===== src/rtl/axi_wr_route_ctrl.sv =====
// Write-path routing controller for a 1-master/2-slave AXI interconnect.
// Decodes AWADDR, sequences AW/W/B with one transaction outstanding, and completes unmapped writes locally with DECERR.
module axi_wr_route_ctrl #(
  parameter int                    ADDR_WIDTH  = 32,
  parameter logic [ADDR_WIDTH-1:0] S0_BASE     = ADDR_WIDTH'(32'h0000_0000),
  parameter logic [ADDR_WIDTH-1:0] S1_BASE     = ADDR_WIDTH'(32'h4000_0000),
  parameter logic [ADDR_WIDTH-1:0] REGION_MASK = ADDR_WIDTH'(32'hF000_0000)
) (
  input  logic                  ACLK,
  input  logic                  ARESET,
  input  logic [ADDR_WIDTH-1:0] M_AWADDR,
  input  logic [7:0]            M_AWLEN,
  input  logic                  M_AWVALID,
  output logic                  M_AWREADY,
  input  logic                  M_WVALID,
  input  logic                  M_WLAST,
  output logic                  M_WREADY,
  output logic                  M_BVALID,
  output logic [1:0]            M_BRESP,
  input  logic                  M_BREADY,
  input  logic [1:0]            S_AWREADY,
  input  logic [1:0]            S_WREADY,
  input  logic [1:0]            S_BVALID,
  input  logic [1:0]            S_BRESP0,
  input  logic [1:0]            S_BRESP1,
  output logic [1:0]            S_AWVALID,
  output logic [1:0]            S_WVALID,
  output logic [1:0]            S_BREADY,
  output logic                  route_sel,
  output logic                  route_en
);

  typedef enum logic [1:0] {IDLE, ADDR, DATA, RESP} state_t;

  localparam logic [1:0] RESP_OKAY   = 2'b00;
  localparam logic [1:0] RESP_SLVERR = 2'b10;
  localparam logic [1:0] RESP_DECERR = 2'b11;

  state_t     state, state_nxt;
  logic       sel, decerr, last_err;
  logic [7:0] len, beat;
  logic       s0_hit, s1_hit;
  logic       last_beat;
  logic       w_hs;
  logic [1:0] sel_bresp;

  assign s0_hit    = (M_AWADDR & REGION_MASK) == S0_BASE;
  assign s1_hit    = (M_AWADDR & REGION_MASK) == S1_BASE;
  assign last_beat = (beat == len);
  assign sel_bresp = sel ? S_BRESP1 : S_BRESP0;

  // NOTE: control state is reset asynchronously so an abort drops all handshakes immediately.
  always_ff @(posedge ACLK or posedge ARESET) begin
    if (ARESET) state <= IDLE;
    else        state <= state_nxt;
  end

  always_comb begin
    // NOTE: every output gets a default first, so no path through the case can infer a latch.
    state_nxt = state;
    M_AWREADY = 1'b0;
    M_WREADY  = 1'b0;
    M_BVALID  = 1'b0;
    M_BRESP   = RESP_OKAY;
    S_AWVALID = 2'b00;
    S_WVALID  = 2'b00;
    S_BREADY  = 2'b00;
    w_hs      = 1'b0;
    unique case (state)
      IDLE: begin
        if (M_AWVALID) state_nxt = ADDR;
      end
      ADDR: begin
        if (decerr) begin
          M_AWREADY = 1'b1;
          state_nxt = DATA;
        end else begin
          S_AWVALID[sel] = 1'b1;
          M_AWREADY      = S_AWREADY[sel];
          if (S_AWREADY[sel]) state_nxt = DATA;
        end
      end
      DATA: begin
        if (decerr) begin
          M_WREADY = 1'b1;
        end else begin
          S_WVALID[sel] = M_WVALID;
          M_WREADY      = S_WREADY[sel];
        end
        w_hs = M_WVALID && M_WREADY;
        // Termination counts beats; WLAST only feeds the error flag.
        if (w_hs && last_beat) state_nxt = RESP;
      end
      RESP: begin
        if (decerr) begin
          M_BVALID = 1'b1;
          M_BRESP  = RESP_DECERR;
        end else begin
          M_BVALID      = S_BVALID[sel];
          S_BREADY[sel] = M_BREADY;
          M_BRESP       = (last_err && sel_bresp == RESP_OKAY) ? RESP_SLVERR : sel_bresp;
        end
        if (M_BVALID && M_BREADY) state_nxt = IDLE;
      end
      default: state_nxt = IDLE;
    endcase
  end

  // NOTE: sequential state uses non-blocking assignments so every register samples pre-edge values.
  always_ff @(posedge ACLK or posedge ARESET) begin
    if (ARESET) begin
      sel      <= 1'b0;
      decerr   <= 1'b0;
      len      <= 8'd0;
      beat     <= 8'd0;
      last_err <= 1'b0;
    end else if (state == IDLE && M_AWVALID) begin
      len      <= M_AWLEN;
      sel      <= !s0_hit && s1_hit;
      decerr   <= !s0_hit && !s1_hit;
      beat     <= 8'd0;
      last_err <= 1'b0;
    end else if (w_hs) begin
      if (M_WLAST != last_beat) last_err <= 1'b1;
      // Holding on the final beat keeps a 256-beat burst from wrapping.
      if (!last_beat) beat <= beat + 8'd1;
    end
  end

  assign route_en  = (state != IDLE) && !decerr;
  assign route_sel = route_en && sel;

endmodule


===== config.mk =====
export PLATFORM = sky130hd
export DESIGN_NAME = axi_wr_route_ctrl
export DESIGN_NICKNAME = d
export VERILOG_FILES = /design/src/rtl/axi_wr_route_ctrl.sv
export SDC_FILE = /design/constraint.sdc
export NUM_CORES = 1
export LEC_CHECK = 0
export CAP_MARGIN = 20
export CORE_MARGIN = 4
export CORE_UTILIZATION = 36
export CTS_BUF_LIST = sky130_fd_sc_hd__clkbuf_2 sky130_fd_sc_hd__clkbuf_4 sky130_fd_sc_hd__clkbuf_8
export DETAILED_ROUTE_END_ITERATION = 10
export GPL_TIMING_DRIVEN = 0
export HOLD_SLACK_MARGIN = 0.03
export PLACE_DENSITY = 0.77
export SLEW_MARGIN = 30
export SYNTH_ARGS = -nofsm -noshare
export SYNTH_HDL_FRONTEND = slang
export SYNTH_SLANG_ARGS = --single-unit

===== constraint.sdc =====
create_clock -name ACLK -period 1.84 [get_ports ACLK]
set_clock_uncertainty 0.05 [all_clocks]
set_input_delay 0.368 -clock ACLK [delete_from_list [all_inputs] [get_ports ACLK]]
set_output_delay 0.368 -clock ACLK [all_outputs]
set_load 0.05 [all_outputs]

==> reports/results.ini, run 1 <==
[global_route]
gr-total-overflow=0
grt_pass1_wl_mm=5.26
antenna_found_initial=0
grt_pass1_vias=1222
track_usage_pct=14.8
grt_max_degree=22

[routing]
wl_mm=3.41
drtPass1Iterations=6
dr_total_vias=1188
drc=0
ant_nets=0
first_iter_violations=27
via_per_inst=5.10
wire_per_inst_um=14.6

[critical_path]
worstPathArrival_ns=1.56
cpMostUsedCell=buf_6
crit_required_ns=1.42
r2r_slack_ns=-0.02
start_kind=flop
cp_max_fo=8
cpLargestDelayFamily=flip-flops
slowest_delay_ns=0.41
path_cells=buf_6 > mux2_4 > o31a_1 > buf_6
worstSetupPathType=reg -> out
cp_slowest_cell=dfrtp_1
path_buf_inv=2
worstSetupEndpointType=primary output
r2r-start=beat[6]
startpoint=sel

[yosys]
syn_nets=189
yosys_warnings=0
synth-edff-count=0
synthFlopType=dfrtp_1
synth-compound-area-share_pct=12.5
synthDistinctLibCells=34
synth_seq_area_share_pct=40.3
synthMuxAreaShare_pct=12.8
synth_top_family_by_area=simple AND/OR/NAND/NOR gates
synth_top_area_share_pct=40.3
synthArstFlopShare_pct=100
syn_area_per_cell_sq_um=10.3
synth_seq_cells=21
yosys.area_share.simple_pct=16.1
synthXorXnorAreaFrac_pct=9.40
synth_top_cell_by_area=dfrtp_1
yosys.area_share.adder_pct=5.76
syn-cell-area_sq_um=1300
synthCells=127
synth_area_leaders=dfrtp_1, mux2_2, xor2_1

[power]
peakVddDrop_mv=0.724
total_power_mw=2.95
p_leak_nw=0.914
powerDensity_nw_per_um2=1400

[timing]
slew_headroom_pct=49.2
min_period_ns=1.98
timing.fmax_mhz=505
setup_tns_ns=-0.555
setup-violations-final=8
rsz0062_at_grt=yes
worst_slew_pin_slew_ns=0.761
holdWs_ns=0.434
fin_crit_sh_pct=108
finalWorstSetupSlack_ns=-0.142
drv_slew=0
hold_viol=0

[cts]
ctsHoldBuffers=0
cts.reportedPaths.clkPinSlew_ns=0.12
clockRootBuffer=clkbuf_4
clock_sinks=21
clk_latency_ns=0.31
cts_tree=built
clk_path_buf_depth=2
htreeDepth=1
cts_made_buffers=3

[layout]
fillers=284
final_cell_count_no_fill=233
nets=250
diodes=0
utilization_pct=61.9
final_cell_mix=clkdlybuf4s50_1, dfrtp_1, buf_6, buf_4
layout_commonest_cell=clkdlybuf4s50_1
drive_gt1_share_pct=42.8
stdcell_area_sq_um=2120
syn_to_final_growth_pct=62.3

[floorplan]
start_util_pct=38.2
std_cell_rows=21
die_y_um=68.2
dieArea_sq_um=4650
ioPinCount=69
die_w_um=68.2
core_area_sq_um=3420

[outcome]
violations=negative setup slack
status=finished with violations

[worst_hold_path]
worstHoldPathType=in -> async

[place]
post_dp_cell_area_sq_um=1780
io_buffers=40
dp_cells=213
place_ws_ns=-0.629
hpwlAfterDp_mm=2.44
finalWeightedCongestion=0.817

[flow_run]
maxCapViolations=0

## sequential cells by signal, indices dropped and copies added, names as in the netlist
signal    cells
beat          8
decerr        1
last_err      1
len           8
sel           1
state         2
## logic make-up (layout without fill, tap and decap cells)
kind of cell / Yosys count / after routing
compound gates: 21 / 21
mux: 15 / 15
buf+inv: 10 / 70
xor+xnor: 14 / 14
fa+ha+maj: 6 / 6
flops: 21 / 21
simple gates: 40 / 40
## final timing paths
check / end / depth (start not counted)
max in group asynchronous: beat[3] / 2
hold reg to reg: last_err / 2
min in group ACLK: last_err / 2
hold / removal: beat[0] / 2
setup / recovery: M_BRESP[1] / 4
setup reg to reg: state[1] / 5
## worst register-to-register path, delay by kind of cell, from the launching register on
family,cells,cell delay (ns)
muxes,1,0.31
AOI/OAI and AO/OA,2,0.38
xor gates and xnor gates,1,0.18
DFF,1,0.46
and+or+nand+nor,1,0.37
## synthesized netlist by cell type (2+ instances only)
cell	count
clkbuf_1	2
o21a_1	3
ha_1	6
nand3_1	4
mux2i_1	2
inv_1	6
xor2_1	9
a211oi_1	4
nor2_1	14
o21ai_0	3
mux2_1	2
xnor2_1	5
nand2_1	10
mux2_2	11
nor4_4	2
dfrtp_1	21
nor3_1	4
nand2b_1	2
nor2b_1	2
## per-layer routing
layer  wire length, um  global-route usage [%]  vias up  part of all wire (%)
met3               275                    2.46        9                   8.1
met2              1740                    26.7       46                    51
met4                78                    7.20        0                   2.3
met5                 0                       0        -                     0
met1              1310                    16.5      573                    38
li1                  -                       -      560                     -
## area by class of cell
type,instances,area (sq um),area share [%]
clock buffers,3,22.5,1.06
flip-flops and latches,21,528,25.0
inverters,6,25.0,1.18
well taps,46,57.6,2.72
multi-input cells,96,898,42.5
plain buffers,2,18.8,0.887
clock inverters,1,5.00,0.237
repair buffers,58,561,26.5
## report_power, final
group          total, mW  switching, mW  internal (mW)  leakage, nW
clock              0.226          0.145         0.0813       0.0177
sequential         0.784          0.154          0.630        0.264
combinational       1.94           1.04          0.908        0.632
## timing repair
item / in CTS / in global routing
setup endpoints to repair: 30 / 19
pin swaps: 5 / 7
resized for setup: 103 / 29
setup buffers: 14 / 4
No activity file was read; power rests on OpenSTA's default activity.
==> run 2: changes to the inputs <==
--- a/config.mk
+++ b/config.mk
@@ -7,12 +7,14 @@
 export LEC_CHECK = 0
 export CAP_MARGIN = 20
 export CORE_MARGIN = 4
-export CORE_UTILIZATION = 36
+export CORE_UTILIZATION = 40
 export CTS_BUF_LIST = sky130_fd_sc_hd__clkbuf_2 sky130_fd_sc_hd__clkbuf_4 sky130_fd_sc_hd__clkbuf_8
 export DETAILED_ROUTE_END_ITERATION = 10
+export GPL_ROUTABILITY_DRIVEN = 0
 export GPL_TIMING_DRIVEN = 0
 export HOLD_SLACK_MARGIN = 0.03
-export PLACE_DENSITY = 0.77
+export PLACE_DENSITY = 0.81
+export SETUP_SLACK_MARGIN = 0.02
 export SLEW_MARGIN = 30
 export SYNTH_ARGS = -nofsm -noshare
 export SYNTH_HDL_FRONTEND = slang
==> constraint.sdc (replaced) <==
create_clock -name ACLK -period 2.25 [get_ports ACLK]
set_clock_uncertainty 0.05 [all_clocks]
set_input_delay 0.45 -clock ACLK [delete_from_list [all_inputs] [get_ports ACLK]]
set_output_delay 0.45 -clock ACLK [all_outputs]
set_load 0.05 [all_outputs]
==> reports/results.ini, run 2 (synthesis gave the netlist of run 1 again) <==
[outcome]
status=complete, no violations  ; was finished with violations

[place]
place_ws_ns=-0.395  ; was -0.629 ns
dp_cells=211  ; was 213
post_dp_cell_area_sq_um=1770  ; was 1780 sq um
hpwlAfterDp_mm=2.47  ; was 2.44 mm
io_buffers=40  ; unchanged

[timing]
setup_tns_ns=0  ; was -0.555 ns
min_period_ns=2.18
rsz0062_at_grt=yes  ; unchanged
slew_headroom_pct=47.5  ; was 49.2%
finalWorstSetupSlack_ns=0.0735  ; was -0.142 ns
worst_slew_pin_slew_ns=0.787  ; was 0.761 ns
fin_crit_sh_pct=96.7
drv_slew=0  ; unchanged
holdWs_ns=0.466  ; was 0.434 ns
timing.fmax_mhz=459
hold_viol=0  ; unchanged
setup-violations-final=0  ; was 8

[power]
power.switching_mw=0.945  ; was 1.33 mW
powerDensity_nw_per_um2=1110  ; was 1400 nW/um^2
p_leak_nw=0.780  ; was 0.914 nW
p_sw_share_pct=47.8  ; was 45.2%
power.internal_mw=1.03  ; was 1.62 mW
total_power_mw=1.98  ; was 2.95 mW
comb_power_share_pct=58.8  ; was 65.8%
peakVddDrop_mv=0.574  ; was 0.724 mV
pwr-share-seq_pct=31.9  ; was 26.5%
p_clk_share_pct=9.2  ; was 7.7%

[layout]
layout_commonest_cell=clkdlybuf4s50_1  ; unchanged
top_regs=beat (8), len (8), state (2)  ; unchanged
utilization_pct=57.7  ; was 61.9%
stdcell_area_sq_um=1780  ; was 2120 sq um
diodes=0  ; unchanged
syn_to_final_growth_pct=36.3  ; was 62.3%
nets=234  ; was 250
drive_gt1_share_pct=21.6  ; was 42.8%
final_cell_count_no_fill=215  ; was 233
final_cell_mix=clkdlybuf4s50_1, dfrtp_1, nor2_1, mux2_2, nand2_1  ; was clkdlybuf4s50_1, dfrtp_1, buf_6, buf_4

[global_route]
track_usage_pct=15.2  ; was 14.8%
gr-total-overflow=0  ; unchanged
grt_pass1_vias=1152  ; was 1222
grt_max_degree=22  ; unchanged
antenna_found_initial=0  ; unchanged
grt_pass1_wl_mm=4.98  ; was 5.26 mm

[cts]
ctsHoldBuffers=0  ; unchanged
cts_made_buffers=3  ; unchanged
htreeDepth=1  ; unchanged
clk_path_buf_depth=2  ; unchanged
clockRootBuffer=clkbuf_4  ; unchanged
cts_tree=built  ; unchanged
clk_latency_ns=0.31  ; about the same
cts.reportedPaths.clkPinSlew_ns=0.12  ; about the same
post-cts-setup-buffers=0  ; was 14
clock_sinks=21  ; unchanged

[critical_path]
worstSetupEndpointType=primary output  ; unchanged
worstPathArrival_ns=1.68  ; was 1.56 ns
slowest_delay_ns=0.45  ; was 0.41 ns
path_cells=clkbuf_2 > nand2b_1 > nor2_1 > clkdlybuf4s15_2  ; was buf_6 > mux2_4 > o31a_1 > buf_6
worstSetupPathType=reg -> out  ; unchanged
cp_max_fo=10  ; was 8
path_buf_inv=2  ; unchanged
start_kind=flop  ; unchanged
crit_required_ns=1.75  ; was 1.42 ns
cpLargestDelayFamily=buffers and inverters  ; was flip-flops
cp_slowest_cell=dfrtp_1  ; unchanged

[routing]
wire_per_inst_um=14.4  ; was 14.6 um
via_per_inst=5.10  ; about the same
first_iter_violations=24  ; was 27
dr_total_vias=1096  ; was 1188
wl_mm=3.11  ; was 3.41 mm
drtPass1Iterations=4  ; was 6
ant_nets=0  ; unchanged
drc=0  ; unchanged

[floorplan]
ioPinCount=69  ; unchanged
die_w_um=65.1  ; was 68.2 um
dieArea_sq_um=4240  ; was 4650 sq um
die_y_um=65.1  ; was 68.2 um
std_cell_rows=20  ; was 21
core_area_sq_um=3080  ; was 3420 sq um
start_util_pct=42.4  ; was 38.2%

[flow_run]
maxCapViolations=0  ; unchanged

[worst_hold_path]
worstHoldPathType=reg -> reg  ; was in -> async

## run 2: changes by cell type in the layout (fill, tap and decap cells not counted), moves of 4 or more
cell,previous run,this run
ha_1,2,6
buf_6,17,1
nor2_2,5,0
buf_2,1,5
nor2_1,9,14
buf_4,15,1
mux2_4,4,0
clkdlybuf4s15_2,0,4
## run 2: metal layers
metal  GRT usage [%]  vias to the layer above  share of wire [%]
met5               0                        -                  0
met4            6.48                        0                2.5
met3            3.25                        9                6.1
met2            28.5                       39                 51
met1            16.3                      517                 41
li1                -                      531                  -
## run 2: power by group through the flow
stage	Clock [mW]	Sequential [mW]	Combinational [mW]
after floorplan	0	0.607	0.890
after global placement	0	0.630	1.15
after detailed placement	0	0.641	1.20
after CTS	0.188	0.632	1.17
after global routing	0.196	0.655	1.26
final	0.182	0.631	1.16
## run 2: area by class of cell
class                      count  area [sq um]
clock inverter                 1          5.00
sequential                    21           526
multi-input combinational     96           752
buffer                         4          23.8
inverter                       6          22.5
fill                         291          1300
tap                           44          55.1
clock buffer                   3          22.5
timing repair buffer          40           370
## run 2: path summary, 6_finish.rpt
path                                from           to  slack [ns]  cells after the start
worst max-delay path              decerr  S_BREADY[1]        0.07                      4
worst min-delay path            last_err     last_err        0.47                      2
worst max register to register  state[0]      beat[7]        0.15                      7
worst min register to register  last_err     last_err        0.47                      2
max in group asynchronous         ARESET       len[4]        1.13                      2
min in group asynchronous         ARESET     state[0]        0.52                      2
## run 2: what timing repair did
action / 4_1_cts / 5_1_grt
pin swaps: 0 / 1
endpoints found under the hold margin: 0 / 0
endpoints found under the setup margin: 13 / 9
gates resized for setup: 50 / 11
## run 2: worst min-delay path, cell delays in order, from the launching register on
cell,delay (ns)
dfrtp_1,0.37
nand2_1,0.05
o31ai_1,0.06
